==> src/rtl/cnn_job_scheduler.sv <==
// Job dispatcher for a pool of convolution cores: FIFO intake, round-robin
// dispatch, per-core start/done/recycle tracking and a one-entry completion reg.
module cnn_job_scheduler #(
  parameter int NUM_CORES   = 4,
  parameter int JOB_ID_W    = 8,
  parameter int QUEUE_DEPTH = 4
) (
  input  logic                          clk,
  input  logic                          rst,
  input  logic                          job_valid,
  input  logic [JOB_ID_W-1:0]           job_id,
  output logic                          job_ready,
  input  logic                          pause,
  output logic [NUM_CORES-1:0]          core_start,
  output logic [NUM_CORES-1:0]          core_rst,
  input  logic [NUM_CORES-1:0]          core_done,
  output logic [NUM_CORES*JOB_ID_W-1:0] core_job_id,
  output logic                          cmp_valid,
  output logic [JOB_ID_W-1:0]           cmp_job_id,
  output logic [2:0]                    cmp_core,
  input  logic                          cmp_ready,
  output logic [3:0]                    busy_count,
  output logic [15:0]                   jobs_done,
  output logic                          idle
);

  localparam int AW  = $clog2(QUEUE_DEPTH);
  localparam int CW  = AW + 1;
  localparam int PW  = $clog2(NUM_CORES);
  localparam int PW1 = PW + 1;

  typedef enum logic [1:0] {
    FREE,
    RUN,
    PEND,
    RECYCLE
  } core_st_e;

  core_st_e            st_q [NUM_CORES];
  core_st_e            st_d [NUM_CORES];
  logic [JOB_ID_W-1:0] jid_q [NUM_CORES];
  logic [JOB_ID_W-1:0] fifo_mem [QUEUE_DEPTH];

  logic [AW-1:0]        wr_ptr;
  logic [AW-1:0]        rd_ptr;
  logic [CW-1:0]        fifo_cnt;
  logic                 fifo_empty;
  logic                 fifo_full;
  logic                 push;
  logic                 cmp_take;
  logic [PW-1:0]        rr_ptr;
  logic [PW-1:0]        disp_sel;
  logic [PW-1:0]        pick_sel;
  logic [PW-1:0]        cand;
  logic [PW1-1:0]       cand_wide;
  logic                 free_found;
  logic                 disp_en;
  logic                 pend_found;
  logic                 pick_en;
  logic                 all_free;
  logic [NUM_CORES-1:0] start_d;
  logic [NUM_CORES-1:0] rst_d;
  logic [3:0]           busy_d;
  logic [15:0]          jobs_done_q;

  assign fifo_empty = (fifo_cnt == '0);
  assign fifo_full  = (fifo_cnt == CW'(QUEUE_DEPTH));
  assign job_ready  = !fifo_full;
  assign push       = job_valid && job_ready;
  assign cmp_take   = cmp_valid && cmp_ready;
  assign jobs_done  = jobs_done_q;
  assign idle       = fifo_empty && all_free && !cmp_valid;

  always_comb begin
    all_free = 1'b1;
    for (int k = 0; k < NUM_CORES; k++) begin
      if (st_q[k] != FREE) all_free = 1'b0;
    end
  end

  // Round-robin search starts one past the last core served.
  always_comb begin
    free_found = 1'b0;
    disp_sel   = '0;
    cand_wide  = '0;
    cand       = '0;
    for (int i = 1; i <= NUM_CORES; i++) begin
      cand_wide = {1'b0, rr_ptr} + PW1'(i);
      if (cand_wide >= PW1'(NUM_CORES))
        cand_wide = cand_wide - PW1'(NUM_CORES);
      cand = cand_wide[PW-1:0];
      if (!free_found && st_q[cand] == FREE) begin
        free_found = 1'b1;
        disp_sel   = cand;
      end
    end
    disp_en = free_found && !fifo_empty && !pause;
  end

  always_comb begin
    pend_found = 1'b0;
    pick_sel   = '0;
    for (int k = 0; k < NUM_CORES; k++) begin
      if (!pend_found && st_q[k] == PEND) begin
        pend_found = 1'b1;
        pick_sel   = PW'(k);
      end
    end
    pick_en = pend_found && (!cmp_valid || cmp_ready);
  end

  always_comb begin
    busy_d = '0;
    for (int k = 0; k < NUM_CORES; k++) begin
      st_d[k]    = st_q[k];
      start_d[k] = disp_en && (disp_sel == PW'(k));
      unique case (st_q[k])
        FREE:    if (start_d[k]) st_d[k] = RUN;
        RUN:     if (core_done[k] && !core_start[k]) st_d[k] = PEND;
        PEND:    if (pick_en && pick_sel == PW'(k)) st_d[k] = RECYCLE;
        RECYCLE: st_d[k] = FREE;
        default: st_d[k] = FREE;
      endcase
      rst_d[k] = (st_d[k] == RECYCLE);
      if (st_d[k] != FREE) busy_d = busy_d + 4'd1;
    end
  end

  always_comb begin
    core_job_id = '0;
    for (int k = 0; k < NUM_CORES; k++) begin
      core_job_id[k*JOB_ID_W +: JOB_ID_W] = jid_q[k];
    end
  end

  // Storage only; occupancy and pointers carry the reset state.
  always_ff @(posedge clk) begin
    if (push) fifo_mem[wr_ptr] <= job_id;
  end

  always_ff @(posedge clk or posedge rst) begin
    if (rst) begin
      wr_ptr   <= '0;
      rd_ptr   <= '0;
      fifo_cnt <= '0;
    end else begin
      if (push) wr_ptr <= wr_ptr + AW'(1);
      if (disp_en) rd_ptr <= rd_ptr + AW'(1);
      unique case ({push, disp_en})
        2'b10:   fifo_cnt <= fifo_cnt + CW'(1);
        2'b01:   fifo_cnt <= fifo_cnt - CW'(1);
        default: fifo_cnt <= fifo_cnt;
      endcase
    end
  end

  always_ff @(posedge clk or posedge rst) begin
    if (rst) begin
      for (int k = 0; k < NUM_CORES; k++) begin
        st_q[k]  <= FREE;
        jid_q[k] <= '0;
      end
      rr_ptr     <= PW'(NUM_CORES - 1);
      core_start <= '0;
      core_rst   <= '0;
      busy_count <= '0;
    end else begin
      for (int k = 0; k < NUM_CORES; k++) begin
        st_q[k] <= st_d[k];
      end
      core_start <= start_d;
      core_rst   <= rst_d;
      busy_count <= busy_d;
      if (disp_en) begin
        jid_q[disp_sel] <= fifo_mem[rd_ptr];
        rr_ptr          <= disp_sel;
      end
    end
  end

  // A PEND core is never the dispatch target, so its id is stable here.
  always_ff @(posedge clk or posedge rst) begin
    if (rst) begin
      cmp_valid   <= 1'b0;
      cmp_job_id  <= '0;
      cmp_core    <= '0;
      jobs_done_q <= '0;
    end else begin
      if (pick_en) begin
        cmp_valid  <= 1'b1;
        cmp_job_id <= jid_q[pick_sel];
        cmp_core   <= 3'(pick_sel);
      end else if (cmp_take) begin
        cmp_valid <= 1'b0;
      end
      if (cmp_take) jobs_done_q <= jobs_done_q + 16'd1;
    end
  end

endmodule

==> config.mk <==
export PLATFORM = sky130hd
export DESIGN_NAME = cnn_job_scheduler
export DESIGN_NICKNAME = d
export VERILOG_FILES = /design/src/rtl/cnn_job_scheduler.sv
export SDC_FILE = /design/constraint.sdc
export NUM_CORES = 1
export LEC_CHECK = 0
export ABC_AREA = 1
export BUFFER_PORTS_ARGS = -buffer_cell sky130_fd_sc_hd__buf_2
export CAP_MARGIN = 10
export CORE_UTILIZATION = 30
export CTS_CLUSTER_DIAMETER = 30
export DETAILED_ROUTE_END_ITERATION = 16
export PLACE_DENSITY = 0.47
export SYNTH_ARGS = -nofsm -noshare
export SYNTH_HDL_FRONTEND = slang
export SYNTH_SLANG_ARGS = --single-unit
==> constraint.sdc <==
create_clock -name clk -period 4.15 [get_ports clk]
set_clock_uncertainty 0.15 [all_clocks]
set_input_delay 0.415 -clock clk [delete_from_list [all_inputs] [get_ports clk]]
set_output_delay 0.415 -clock clk [all_outputs]
set_load 0.02 [all_outputs]
==> flow_summary.yaml <==
die:
  io_pins: 91
  start_util_pct: 30.6
  coreArea_sq_um: 18000
  die-area_sq_um: 18900
  row_count: 49
  fp.dieH_microns: 137
  die_w_microns: 137
power_and_ir_drop:
  peakVddDrop_mv: 0.340
  powerDensity_nw_per_um2: 968
  power.leakage_nw: 3.39
  p_total_mw: 6.50
setup_path:
  r2r-end: "busy_count[1]"
  cp_max_fo: 14
  reg2reg_depth: 21
  worstPathCellList: "inv_6, o21ai_2, nand3_1, nand2_2, nor2_4, nand3b_1, nand2_2, inv_2, nand2_4, nor2_8, inv_2, nand4_1, inv_1, ha_1, inv_1, nand4_1, nand2_1, inv_1, ha_1, nand2_1, nand2_1"
  critPathMaxStageDelay_ns: 0.69
  cp_slowest_cell: "dfstp_2"
  worstPathRequired_ns: 4.30
  startpoint: "rr_ptr[0]"
  crit_type: "flip-flop to flip-flop"
  reg2reg_setup_slack_ns: 0.70
  r2r_start: "rr_ptr[0]"
  endpoint_kind: "flip-flop"
  arrival_ns: 3.60
  start_kind: "flip-flop"
layout:
  fillers: 1855
  antennaDiodeCount: 0
  drive_gt1_share_pct: 22.8
  syn2layout_area_growth_pct: 22.3
  nNetsFinal: 695
  final_area_sq_um: 6720
  final_core_util_pct: 37.4
timing:
  rsz0062_at_grt: "false"
  fin_crit_sh_pct: 83.2
  period_minus_slack_ns: 3.45
  setup_viol: 0
  max_slew_margin_pct: 41.9
  fin_setup_tns_ns: 0
  tightest_slew_ns: 0.869
  final_max_slew_viol_count: 0
  hold_violations: 0
  worst_slack_ns: 0.698
  fmax_mhz: 290
worst_hold_path:
  min_delay_path_depth: 1
  hp-class: "primary input to flip-flop"
  hold_end: "fifo_mem[1][6]"
  holdCritStartpoint: "job_id[6]"
synth:
  seq_area_frac_synth_pct: 57.6
  synth.distinct_cells: 52
  synth_seq_cells: 120
  avgSynthCellArea_sq_um: 9.69
  yosysTopAreaCell: "dfrtp_1"
  synthCells: 567
  synthTopCellsByArea: "dfrtp_1 39%, edfxtp_1 17%, nand2_1 9.6%, inv_1 5.0%, nor2_1 3.1%"
  synthTopCellsByCount: "140 x nand2_1, 86 x dfrtp_1, 73 x inv_1"
  synthesis.area_sq_um: 5490
  synth_edf_count: 32
  async_flop_share_pct: 73.3
  yosysWarnings: 0
  yosysTopAreaCellShare_pct: 39.2
  synth_flop_cell: "dfrtp_1"
  synth.most_common_cell: "nand2_1"
routing:
  drt_iter0_drc: 198
  first_pass_iters: 4
  wirelength_microns: 14000
  route.antenna.remaining_nets: 0
  drc_errors: 0
  vias: 4134
  avgViaCountPerCell: 4.55
  routedWlPerCell_microns: 15.4
placed_design:
  dp_hpwl_microns: 10300
  postPlaceCellArea_sq_um: 6160
  post-place-ws_ns: 0.699
  port_buffers: 89
  routabilityCongestion: 0.783
clock_tree:
  cts_sinks: 120
  insertion_delay_ns: 0.41
  h-tree-depth: 4
  root_buffer: "clkbuf_16"
  cts-resized-gates: 0
  cts_tree: "done"
  cts_inserted_buffers: 17
  clk_pin_slew_ns: 0.05
  clockBufferDepth: 2
  post_cts_buffers: 0
grt:
  antenna_found_initial: 0
  grt_max_degree: 47
  grt.overflow.total: 0
  grt_usage_pct: 16.2
  grt_busiest_layer: "met2"
  met2_usage_pct: 26.3
  grt_util_met3_pct: 5.11
  grt_pass1_vias: 4167
  grt_pass1_wl_microns: 22400
  met1_usage_pct: 20.5
run_status:
  outcome: "completed"
flow_run:
  maxCapViolCount: 0
[how the worst max path moves through the flow]
stage / to / slack, ns
after global placement: busy_count[1] / 0.77
after CTS: busy_count[1] / 0.69
after detailed placement: busy_count[1] / 0.70
final: busy_count[1] / 0.70
after floorplan: busy_count[1] / 1.22
after global routing: busy_count[1] / 0.42
[logic make-up (layout without fill, tap and decap cells)]
| family | after synthesis | in the layout | synth area share [%] |
|---|---|---|---|
| AND/OR/NAND/NOR | 238 | 238 | 19.9 |
| flip-flops | 120 | 120 | 57.6 |
| buffers and inverters | 94 | 205 | 7.45 |
| AO/OA/AOI/OAI | 86 | 86 | 9.52 |
| XOR/XNOR | 18 | 18 | 3.01 |
| adder cells (fa/ha/maj) | 10 | 10 | 2.41 |
| other | 1 | 2 | 0.0683 |
[flip-flops by register name, indices dropped and copies added (netlist names)]
signal,cells
core_job_id,32
fifo_mem,32
jobs_done,16
cmp_job_id,8
st_q,8
busy_count,4
core_rst,4
core_start,4
fifo_cnt,3
cmp_core,2
rd_ptr,2
rr_ptr,2
wr_ptr,2
cmp_valid,1
[critical path: cells and delay by family (launching register included)]
kind | cells | cell delay [ns]
and+or+nand+nor | 12 | 1.30
DFF | 1 | 0.69
adders and majority gates | 2 | 0.58
buffers and inverters | 6 | 0.53
AOI/OAI and AO/OA | 1 | 0.09
[final cells by class]
cell class	count	area, sq um	share of cell area (%)
clock buffers	26	499	7.43
clock inverters	4	45.0	0.671
inverters	83	328	4.88
multi-input cells	354	1920	28.6
flip-flops and latches	120	3170	47.1
well taps	229	287	4.27
repair buffers	92	470	7.00
[metal layers]
metal,part of all wire (%),vias up
met3,5.6,13
met1,46,1971
li1,-,2051
met2,48,99
met4,0.94,0
met5,0,-
[through the flow]
stage	instances	hold slack, ns
after floorplan	568	0.310
after global placement	877	0.309
after detailed placement	877	0.317
after CTS	908	0.0407
after global routing	908	0.0514
final	908	0.0622
[cell usage in the layout, fill, tap and decap left out, types with 7 or more instances in the layout]
cell       synthesis  final
o21ai_0           31     31
a221oi_1           7      7
a21oi_1           12     12
xor2_1             9      9
nor2_1            46     46
inv_1             73     72
nand2_1          140    140
buf_2              0     89
dfrtp_1           86     86
o21ai_1           10     10
edfxtp_1          32     32
nand3_1           17     17
ha_1               9      9
o22ai_1            8      8
xnor2_1            8      8
nand4_1            8      8
clkbuf_16          0     17
[report_power, final]
group | total [mW] | switching [mW] | internal (mW)
combinational | 3.12 | 2.14 | 0.978
clock | 1.37 | 0.493 | 0.876
sequential | 2.01 | 0.346 | 1.66
[what timing repair did]
action	in CTS	in global routing
setup endpoints to repair	0	0
hold buffers	1	0
endpoints found under the hold margin	42	0
Power figures use the tool's default switching activity.
